[src/rtl/riscv_loader_pkg.sv]
// rtl/riscv_loader_pkg.sv - shared types and status bit positions for the imem loader
package riscv_loader_pkg;

  typedef enum logic [1:0] {
    IDLE  = 2'd0,
    WRITE = 2'd1,
    CLEAR = 2'd2,
    RUN   = 2'd3
  } loader_state_t;

  localparam int STATUS_BUSY      = 0;
  localparam int STATUS_RUNNING   = 1;
  localparam int STATUS_ERR_ALIGN = 2;
  localparam int STATUS_ERR_RANGE = 3;
  localparam int STATUS_ERR_BUSY  = 4;
  localparam int LDCNT_LSB        = 16;

endpackage

[src/rtl/loader_edge_det.sv]
// rtl/loader_edge_det.sv - rising-edge detector for software strobe bits
module loader_edge_det #(
  parameter int WIDTH = 2
) (
  input  logic             clk,
  input  logic             reset,
  input  logic [WIDTH-1:0] din,
  output logic [WIDTH-1:0] rise
);

  logic [WIDTH-1:0] prev;

  // Remember last cycle's strobe levels; cleared so a held strobe fires once after reset
  always_ff @(posedge clk) begin
    if (reset) prev <= '0;
    else       prev <= din;
  end

  assign rise = din & ~prev;

endmodule

[src/rtl/riscv_imem_loader.sv]
// rtl/riscv_imem_loader.sv - software-driven instruction memory loader, clear sweep and run gate
import riscv_loader_pkg::*;

module riscv_imem_loader #(
  parameter int IMEM_DEPTH = 1024,
  parameter int CNT_W      = 16,
  localparam int AW        = $clog2(IMEM_DEPTH)
) (
  input  logic          clk,
  input  logic          reset,
  input  logic [31:0]   instruction_write,
  input  logic [31:0]   instruction_data,
  input  logic [31:0]   instruction_addr,
  input  logic          mem_reset_n,
  input  logic          run_pc_in,
  output logic          imem_we,
  output logic [AW-1:0] imem_waddr,
  output logic [31:0]   imem_wdata,
  output logic          core_run,
  output logic [31:0]   loader_status
);

  loader_state_t    state, state_n;
  logic [1:0]       strobe_rise;
  logic             load_edge, errclr_edge;
  logic             clear_req, misaligned, out_of_range, sweep_more;
  logic             sweeping, sweeping_n;
  logic             we_n;
  logic [AW-1:0]    waddr_n;
  logic [31:0]      wdata_n;
  logic [CNT_W-1:0] load_count;
  logic             err_align, err_range, err_busy, run_armed, busy, running;
  logic             unused_write_bits;

  loader_edge_det #(.WIDTH(2)) u_strobe_edge (
    .clk   (clk),
    .reset (reset),
    .din   (instruction_write[1:0]),
    .rise  (strobe_rise)
  );

  assign load_edge         = strobe_rise[0];
  assign errclr_edge       = strobe_rise[1];
  assign unused_write_bits = ^instruction_write[31:2];

  // A clear request only restarts the sweep when not already clearing
  assign clear_req    = ~mem_reset_n && (state != CLEAR);
  assign misaligned   = |instruction_addr[1:0];
  assign out_of_range = (instruction_addr >> (AW + 2)) != 32'd0;
  // The write address register doubles as the sweep index while clearing
  assign sweep_more   = sweeping && (imem_waddr != AW'(IMEM_DEPTH - 1));

  // State register
  always_ff @(posedge clk) begin
    if (reset) state <= IDLE;
    else       state <= state_n;
  end

  // Next-state logic, priority clear > write > run
  always_comb begin
    state_n = state;
    if (clear_req) begin
      state_n = CLEAR;
    end else begin
      case (state)
        IDLE: begin
          if (load_edge) begin
            if (!misaligned && !out_of_range) state_n = WRITE;
          end else if (run_pc_in && run_armed) begin
            state_n = RUN;
          end
        end
        WRITE:   state_n = IDLE;
        CLEAR:   if (!sweep_more && mem_reset_n) state_n = IDLE;
        RUN:     if (!run_pc_in) state_n = IDLE;
        default: state_n = IDLE;
      endcase
    end
  end

  // Next values of the registered write port; address/data hold when no write is issued
  always_comb begin
    we_n       = 1'b0;
    waddr_n    = imem_waddr;
    wdata_n    = imem_wdata;
    sweeping_n = 1'b0;
    if (clear_req) begin
      we_n       = 1'b1;
      waddr_n    = '0;
      wdata_n    = '0;
      sweeping_n = 1'b1;
    end else if (state == CLEAR && sweep_more) begin
      we_n       = 1'b1;
      waddr_n    = imem_waddr + AW'(1);
      wdata_n    = '0;
      sweeping_n = 1'b1;
    end else if (state_n == WRITE) begin
      we_n       = 1'b1;
      waddr_n    = instruction_addr[AW+1:2];
      wdata_n    = instruction_data;
    end
  end

  // Datapath, flags and counters
  always_ff @(posedge clk) begin
    if (reset) begin
      imem_we    <= 1'b0;
      imem_waddr <= '0;
      imem_wdata <= '0;
      sweeping   <= 1'b0;
      busy       <= 1'b0;
      running    <= 1'b0;
      core_run   <= 1'b0;
      load_count <= '0;
      err_align  <= 1'b0;
      err_range  <= 1'b0;
      err_busy   <= 1'b0;
      run_armed  <= 1'b1;
    end else begin
      imem_we    <= we_n;
      imem_waddr <= waddr_n;
      imem_wdata <= wdata_n;
      sweeping   <= sweeping_n;
      busy       <= (state_n == WRITE) || (state_n == CLEAR);
      running    <= (state_n == RUN);
      core_run   <= (state_n == RUN);

      if (clear_req)                                     load_count <= '0;
      else if (state == WRITE && load_count != '1)       load_count <= load_count + CNT_W'(1);

      if (state == IDLE && !clear_req && load_edge && misaligned)
        err_align <= 1'b1;
      else if (errclr_edge)
        err_align <= 1'b0;

      if (state == IDLE && !clear_req && load_edge && !misaligned && out_of_range)
        err_range <= 1'b1;
      else if (errclr_edge)
        err_range <= 1'b0;

      if (load_edge && (clear_req || state != IDLE))
        err_busy <= 1'b1;
      else if (errclr_edge)
        err_busy <= 1'b0;

      // A clear must not let a still-high run request restart the core by itself
      if (!run_pc_in)                               run_armed <= 1'b1;
      else if (state == CLEAR && state_n != CLEAR)  run_armed <= 1'b0;
    end
  end

  // Status word for software readback
  always_comb begin
    loader_status                          = '0;
    loader_status[STATUS_BUSY]             = busy;
    loader_status[STATUS_RUNNING]          = running;
    loader_status[STATUS_ERR_ALIGN]        = err_align;
    loader_status[STATUS_ERR_RANGE]        = err_range;
    loader_status[STATUS_ERR_BUSY]         = err_busy;
    loader_status[31:LDCNT_LSB]            = 16'(load_count);
  end

endmodule
[config.mk]
export PLATFORM = sky130hd
export DESIGN_NAME = riscv_imem_loader
export DESIGN_NICKNAME = d
export VERILOG_FILES = /design/src/rtl/riscv_loader_pkg.sv /design/src/rtl/loader_edge_det.sv /design/src/rtl/riscv_imem_loader.sv
export SDC_FILE = /design/constraint.sdc
export NUM_CORES = 1
export LEC_CHECK = 0
export ABC_AREA = 1
export BUFFER_PORTS_ARGS = -buffer_cell sky130_fd_sc_hd__buf_4
export CORE_UTILIZATION = 32
export CTS_BUF_LIST = sky130_fd_sc_hd__clkbuf_4 sky130_fd_sc_hd__clkbuf_8
export CTS_CLUSTER_DIAMETER = 200
export DETAILED_ROUTE_END_ITERATION = 8
export GPL_ROUTABILITY_DRIVEN = 0
export PLACE_DENSITY_LB_ADDON = 0.08
export SKIP_LAST_GASP = 1
export SYNTH_ARGS = -nofsm -noshare
export SYNTH_HDL_FRONTEND = slang
export SYNTH_SLANG_ARGS = --single-unit
export TNS_END_PERCENT = 50
[constraint.sdc]
create_clock -name clk -period 2 [get_ports clk]
set_clock_uncertainty 0.15 [all_clocks]
set_input_delay 0.3 -clock clk [delete_from_list [all_inputs] [get_ports clk]]
set_output_delay 0.3 -clock clk [all_outputs]
set_load 0.03 [all_outputs]
==> results_dict.tcl, run 1 <==
set metrics [dict create \
    status "completed" \
    period_needed_ns 1.897 \
    clkTransAtPathRegs_ns 0.08 \
    worstPathRequired_ns 2.09 \
    ys_types 33 \
    yosys.area.top_type_share_pct 42.47 \
    wl_per_cell_um 12.26 \
    area_growth_pct 48.35 \
    synthArstFlopShare_pct 0 \
    finalHoldViolCount 0 \
    cts_buffer_depth 2 \
    htree_levels 3 \
    holdCritPathClass "in -> reg" \
    drtPass1Iterations 4 \
    grt.total_usage_pct 17.20 \
    netlist_instances 466 \
    final.setup.tns_ns 0 \
    synthFlopType "dfxtp_1" \
    die-width_um 103.5 \
    end_kind "flop" \
    drt_iter0_markers 119 \
    row_count 36 \
    ant_nets 0 \
    avgViaCountPerCell 4.488 \
    synth-compound-area-share_pct 11.30 \
    crit_path_start_kind "flop" \
    hold_slack_ns 0.03857 \
    finalPower_uw 3324 \
    synthAdderAreaFrac_pct 0.7584 \
    clk_latency_ns 0.34 \
    antenna_found_initial 0 \
    finalWirelength_um 9244 \
    cts_buffers 9 \
    die_y_um 103.5 \
    yosys.area_share.xor_xnor_pct 2.920 \
    yosys.area.top_type "dfxtp_1" \
    setup_slack_ns 0.1030 \
    final_nets 718 \
    grt_pass1_vias 3304 \
    ios 176 \
    max_freq_mhz 527.2 \
    arrival_ns 1.98 \
    yosysWarnings 0 \
    post-route-period-util_pct 94.85 \
    overflow 0 \
    synth_area_um2 3299 \
    antenna-diode-count 0 \
    grt_max_degree 33 \
    via_count 3384 \
    dp_hpwl_um 6677 \
    ys_top_cells_by_count "105 x nand2_1, 70 x dfxtp_1, 55 x a21oi_1, 53 x nand3_1, 52 x nor2_1" \
    crit_fanout 10 \
    peakVddDrop_v 0.0003511 \
    core-area_um2 9864 \
    critical_path_class "reg -> reg" \
    drv_cap 0 \
    rsz0062_at_grt "false" \
    clockRootBuffer "clkbuf_8" \
    syn_avg_cell_area_um2 7.080 \
    yosys.area_share.simple_pct 31.89 \
    cts_hold_buf 0 \
    cellPowerDensity_nw_per_um2 679.0 \
    cts_num_sinks 70 \
    synth_seq_cells 70 \
    setup-violations-final 0 \
    synth_edf_count 0 \
    synth_top_family_by_area "simple AND/OR/NAND/NOR gates" \
    port_buffers 134 \
    synth_area_leaders "dfxtp_1 42%, nand2_1 12%, a21oi_1 8.3%" \
    drc 0 \
    drive_above_1_share_pct 31.88 \
    post-place-cells 732 \
    cts_tree "built" \
    p_leak_uw 0.002164 \
    synth-seq-area-share_pct 42.47 \
    drv_slew 0 \
    grt_pass1_wl_um 15160 \
    dpl_worst_slack_ns 0.005828 \
    synth_mux_area_share_pct 0 \
    initial_core_util_pct 33.45 \
    synth_most_common_cell "nand2_1" \
    die-area_um2 10720 \
    final_cells 754 \
]
[kinds of logic after synthesis]
logic type / after synthesis
buf+inv: 71
simple gates: 237
fa+ha+maj: 2
xor+xnor: 11
flops: 70
compound gates: 74
other cells: 1
[path summary, 6_finish.rpt]
check,startpoint,end,slack (ns),cells past startpoint
worst max register to register,imem_waddr[0],imem_wdata[14],0.10,12
worst min-delay path,instruction_write[1],u_strobe_edge.prev[1],0.04,3
worst max-delay path,imem_waddr[0],imem_wdata[14],0.10,12
worst min register to register,imem_wdata[23],imem_wdata[23],0.32,2
[flip-flops by register name, summed over array words and instances, names as in the netlist]
register            flops
err_range               1
sweeping                1
err_align               1
running                 1
err_busy                1
load_count             16
u_strobe_edge.prev      2
busy                    1
run_armed               1
imem_waddr             10
imem_we                 1
imem_wdata             32
state                   2
[cell type report]
| type | instances | area, µm² |
|---|---|---|
| Fill cell | 977 | 4970 |
| Multi-Input combinational cell | 335 | 1630 |
| Sequential cell | 70 | 1409 |
| Timing Repair Buffer | 162 | 1318 |
| Tap cell | 133 | 166.4 |
| Inverter | 37 | 145.1 |
| Clock buffer | 11 | 138.9 |
| Clock inverter | 5 | 82.58 |
| Timing Repair inverter | 1 | 5.005 |
[routing by layer]
layer / GRT usage (%) / share of wire, % / wire (µm) / vias up
met1: 20.30 / 44 / 4081 / 1510
li1: - / - / - / 1784
met4: 4.762 / 1.0 / 95 / 0
met5: 0 / 0 / 0 / -
met3: 6.419 / 6.4 / 591 / 6
met2: 29.10 / 48 / 4476 / 84
[critical path: stages, from the launching register on]
cell	delay (ns)
dfxtp_4	0.38
ha_4	0.14
nand3_2	0.08
inv_2	0.08
nand3_2	0.06
nand2_2	0.09
nand2_4	0.10
nor2_8	0.15
nand3_4	0.13
buf_12	0.17
clkbuf_16	0.15
nand2_1	0.06
a21oi_1	0.06
[timing repair]
| action | 4_1_cts | 5_1_grt |
|---|---|---|
| setup endpoints to repair | 5 | 54 |
| gates resized for setup | 2 | 16 |
| buffers inserted | 0 | 3 |
| pin swaps | 0 | 3 |
| gates cloned | 0 | 3 |
[metrics by stage]
stage / utilization (%) / instance area [µm²]
floorplan: - / 3342
global placement: 45.78 / 4516
detailed placement: 45.78 / 4516
CTS: 48.10 / 4745
global route: 49.62 / 4895
finish: 49.62 / 4895
[power by group]
group | internal (µW) | switching [µW] | total [µW]
Sequential | 1430 | 26.8 | 1460
Clock | 734 | 534 | 1270
Combinational | 259 | 340 | 598
Total | 2420 | 901 | 3320
[cells in the final DEF, fill, tap and decap left out, types with 2 or more instances in the layout]
cell and instances:
a21oi_1 55, buf_12 5, buf_4 154, bufinv_16 2, clkbuf_16 2, clkbuf_4 2, clkbuf_8 9, clkinvlp_4 2
conb_1 11, dfxtp_1 68, dfxtp_4 2, inv_1 33, inv_2 2, inv_4 2, nand2_1 102, nand2_2 3
nand2_4 2, nand3_1 51, nand3_2 2, nand3b_1 3, nand4_1 6, nor2_1 51, nor3_1 5, nor3b_1 2
o21ai_0 15, o21ai_1 3, xnor2_1 4, xor2_1 7
No activity file was read; power rests on OpenSTA's default activity.
==> inputs of run 2 (changes only) <==
CORE_UTILIZATION = 42   (was 32)
==> results_dict.tcl, run 2 (same netlist as run 1, synthesis figures left out) <==
set metrics [dict create \
    status "completed" \
    endpoint "imem_waddr[1]" \
    final_common_cell "buf_4" \
    wl_per_cell_um 11.97 \
    p_leak_uw 0.002146 \
    crit_fanout 7 \
    avgViaCountPerCell 4.814 \
    rsz0062_at_grt "true" \
    post-place-cells 698 \
    final.setup.tns_ns 0 \
    via_count 3466 \
    drc 0 \
    die_y_um 90.63 \
    drv_slew 0 \
    antenna-diode-count 0 \
    cp_top_family "simple AND/OR/NAND/NOR gates" \
    r2r-start "imem_waddr[0]" \
    largest_reg_flops 32 \
    drive_above_1_share_pct 32.21 \
    reg2reg_slack_ns 0.05 \
    grt_max_degree 36 \
    cts_buffers 9 \
    grt_busiest_layer "met2" \
    final_cells 720 \
    path_cells "ha_4 > nand3_4 > inv_2 > nand3_1 > nand2_2 > nand2_4 > nor2_8 > nand3_4 > nand2_4 > buf_4 > nand2_1 > a21oi_1" \
    post-route-period-util_pct 97.47 \
    row_count 31 \
    antenna_found_initial 0 \
    htree_levels 3 \
    setup-violations-final 0 \
    cts_buffer_depth 2 \
    cp_slowest_stage_delay_ns 0.37 \
    grt_pass1_vias 3243 \
    clk_latency_ns 0.35 \
    end_kind "flop" \
    slowest_stage "dfxtp_4" \
    port_buffers 134 \
    core-area_um2 7408 \
    clkTransAtPathRegs_ns 0.07 \
    r2r_end "imem_waddr[1]" \
    overflow 0 \
    met3_usage_pct 6.650 \
    most-common-layout-cells "156 x buf_4, 103 x nand2_1, 67 x dfxtp_1, 55 x a21oi_1, 52 x nand3_1" \
    cts_tree "built" \
    hp-start "instruction_write[1]" \
    critical_path_class "reg -> reg" \
    holdCritPathClass "in -> reg" \
    peakVddDrop_v 0.0003360 \
    finalHoldViolCount 0 \
    hold_depth 3 \
    grt_pass1_wl_um 14430 \
    die-width_um 90.63 \
    initial_core_util_pct 44.54 \
    clockRootBuffer "clkbuf_8" \
    drv_cap 0 \
    final_nets 718 \
    cellPowerDensity_nw_per_um2 690.2 \
    r2r_cells 12 \
    worst-path-buf-inv 2 \
    use_met1_pct 25.83 \
    arrival_ns 2.07 \
    finalWirelength_um 8615 \
    drtPass1Iterations 4 \
    use_met2_pct 36.30 \
    grt.total_usage_pct 21.50 \
    reg_top3 "imem_wdata x32, load_count x16, imem_waddr x10" \
    top_register "imem_wdata" \
    cp.depth 12 \
    crit_path_start_kind "flop" \
    area_growth_pct 46.23 \
    dp_hpwl_um 6348 \
    die-area_um2 8214 \
    period_needed_ns 1.949 \
    max_freq_mhz 513.0 \
    cts_num_sinks 70 \
    crit_start "imem_waddr[0]" \
    worstPathRequired_ns 2.12 \
    ios 176 \
    ant_nets 0 \
    drt_iter0_markers 140 \
]
==> run 2: power by group <==
| part | total, µW | leakage, µW | internal [µW] | switching [µW] |
|---|---|---|---|---|
| logic | 598 | 0.00147 | 256 | 342 |
| clock network | 1280 | 0.000108 | 732 | 546 |
| registers | 1460 | 0.000569 | 1430 | 23.8 |
| total | 3330 | 0.00215 | 2420 | 912 |
==> run 2: stage by stage <==
stage          setup slack, ns  power [µW]  util [%]  area, µm²  hold slack (ns)
3_3_place_gp           0.01635        2041     60.38       4473           0.2854
3_5_place_dp          -0.06410        2054     60.38       4473           0.2906
5_1_grt               -0.06036        3489     65.12       4825          0.02662
6_report               0.05065        3330     65.12       4825          0.02190
2_1_floorplan        0.0003476        1821         -       3342           0.2293
4_1_cts               -0.01079        3335     63.71       4720          0.01819
==> run 2: timing repair <==
item / CTS / global route
resized for setup: 2 / 24
hold endpoints to repair: 0 / 0
setup buffers: 2 / 4
setup endpoints to repair: 11 / 55
hold buffers: 0 / 0
pin swaps: 0 / 5
==> run 2: tightest hold or removal path, stage by stage <==
cell and delay, ns:
buf_4 0.08, inv_1 0.03, nor2_1 0.06
==> run 2: worst min-delay path by stage <==
stage / endpoint / slack, ns
final: u_strobe_edge.prev[1] / 0.02
after global routing: u_strobe_edge.prev[1] / 0.03
after CTS: u_strobe_edge.prev[1] / 0.02
after detailed placement: run_armed / 0.29
after global placement: run_armed / 0.29
after floorplan: running / 0.23
==> run 2: final cells by class <==
| cell class | instances | area, µm² |
|---|---|---|
| Fill cell | 681 | 2584 |
| Clock buffer | 10 | 137.6 |
| Timing Repair Buffer | 163 | 1285 |
| Clock inverter | 6 | 85.08 |
| Inverter | 37 | 147.6 |
| Tap cell | 99 | 123.9 |
| Sequential cell | 70 | 1408 |
| Multi-Input combinational cell | 335 | 1638 |
==> run 2: routing by layer <==
metal / routed length, µm / vias to the layer above / part of all wire, %
met5: 0 / - / 0
met1: 3806 / 1562 / 44
met3: 626 / 11 / 7.3
met2: 4073 / 104 / 47
li1: - / 1789 / -
met4: 109 / 0 / 1.3
==> inputs of run 3 (changes only) <==
SETUP_SLACK_MARGIN = 0.1   (was unset)
==> results_dict.tcl, run 3 (same netlist as run 1, synthesis figures left out) <==
set metrics [dict create \
    status "completed" \
    final_common_cell "buf_4" \
    final_cells 713 \
    grt.total_usage_pct 21.72 \
    drive_above_1_share_pct 33.55 \
    top_register "imem_wdata" \
    num-fill-cells 675 \
    p_seq_share_pct 40.6 \
    clkTransAtPathRegs_ns 0.07 \
    drc 0 \
    clk_latency_ns 0.35 \
    crit_fanout 6 \
    most-common-layout-cells "149 x buf_4, 101 x nand2_1, 61 x dfxtp_1, 55 x a21oi_1, 51 x nand3_1" \
    avgViaCountPerCell 4.835 \
    p_comb_share_pct 16.3 \
    holdCritPathClass "in -> reg" \
    port_buffers 134 \
    p_switching_uw 930.3 \
    drv_cap 0 \
    cts_tree "built" \
    area_growth_pct 47.14 \
    drtPass1Iterations 4 \
    post-place-cells 690 \
    worstPathRequired_ns 2.09 \
    rsz0062_at_grt "true" \
    cellPowerDensity_nw_per_um2 741.7 \
    post-route-util_pct 65.53 \
    die-area_um2 8214 \
    final_nets 711 \
    final.setup.tns_ns 0 \
    peakVddDrop_v 0.0004226 \
    antenna-diode-count 0 \
    grt_max_degree 33 \
    p_leak_uw 0.002150 \
    clockRootBuffer "clkbuf_8" \
    via_count 3447 \
    ant_nets 0 \
    finalHoldViolCount 0 \
    antenna_found_initial 0 \
    cts_num_sinks 70 \
    cts_buffers 9 \
    die_y_um 90.63 \
    period_needed_ns 1.830 \
    swShare_pct 25.84 \
    overflow 0 \
    cts_buffer_depth 2 \
    drv_slew 0 \
    wl_per_cell_um 12.46 \
    critical_path_class "reg -> reg" \
    row_count 31 \
    end_kind "flop" \
    dp_hpwl_um 6217 \
    grt_pass1_vias 3159 \
    ios 176 \
    pwr-share-clk_pct 43.1 \
    drt_iter0_markers 153 \
    initial_core_util_pct 44.54 \
    core-area_um2 7408 \
    setup-violations-final 0 \
    finalWirelength_um 8884 \
    crit_path_start_kind "flop" \
    htree_levels 3 \
    post-route-period-util_pct 91.51 \
    intPower_uw 2670 \
    die-width_um 90.63 \
    arrival_ns 1.92 \
    max_freq_mhz 546.4 \
    reg_top3 "imem_wdata x32, load_count x16, imem_waddr x10" \
    grt_pass1_wl_um 14540 \
    largest_reg_flops 32 \
]
## run 3: cell types whose count changed in the layout (fill, tap and decap cells not counted), moves of 2 or more
cell        before  now
buf_4          156  149
bufinv_16        2    4
nand2_1        103  101
buf_12           4    2
dfxtp_1         67   61
o21ai_2          0    2
o21ai_1          4    1
dfxtp_2          2    7
clkinvlp_4       3    0
nor2_2           2    4
## run 3: area by class of cell
cell class                 count  area (µm²)  share of cell area, %
sequential                    70        1418                  29.20
inverter                      37       145.1                  2.990
timing repair buffer         156        1232                  25.39
multi-input combinational    335        1667                  34.33
clock inverter                 6       131.4                  2.706
tap                           99       123.9                  2.552
clock buffer                  10       137.6                  2.835
## run 3: routing by layer
metal  wire length (µm)  GRT usage [%]  vias up
met4                109          8.602        0
met5                  0              0        -
met2               4232          35.67      117
li1                   -              -     1769
met1               3882          26.98     1550
met3                660          5.724       11
## run 3: final timing paths
kind                                      startpoint  slack [ns]  cells past startpoint                     to
worst min-delay path            instruction_write[1]       0.009                      3  u_strobe_edge.prev[1]
worst min register to register             err_align        0.31                      2              err_align
worst max register to register         imem_waddr[1]        0.17                     11          imem_waddr[2]
worst max-delay path                   imem_waddr[1]        0.17                     11          imem_waddr[2]
## run 3: what timing repair did
action                                  CTS  global route
pin swaps                                 3             8
cloned                                    0             1
resized for setup                         6            19
buffers inserted                          4             2
hold buffers                              0             0
endpoints found under the setup margin   40            57
## run 3: critical path, cell delays in order (launching register included)
cell	delay, ns
dfxtp_4	0.37
ha_4	0.15
nand3_4	0.09
inv_2	0.08
nand3_2	0.08
nand2_4	0.10
nand2_8	0.08
nor2_8	0.10
nand3_4	0.14
buf_6	0.18
o21bai_1	0.12
nor2_1	0.06
## run 3: per-stage QoR
step / power, µW / setup WS (ns) / instance area [µm²] / hold WS, ns
floorplan: 1829 / 0.1054 / 3396 / 0.2293
CTS: 3598 / 0.1022 / 4758 / 0.007848
finish: 3601 / 0.1698 / 4855 / 0.009141
detailed placement: 2038 / 0.03092 / 4436 / 0.2970
global placement: 2031 / 0.08671 / 4436 / 0.2804
global route: 3738 / -0.005019 / 4855 / 0.007535
## run 3: power groups by stage
| stage | combinational [µW] | clock (µW) | sequential, µW |
|---|---|---|---|
| 6_report | 586 | 1550 | 1460 |
| 3_5_place_dp | 545 | 0 | 1490 |
| 4_1_cts | 565 | 1570 | 1460 |
| 5_1_grt | 640 | 1630 | 1470 |
| 3_3_place_gp | 539 | 0 | 1490 |
| 2_1_floorplan | 288 | 0 | 1540 |
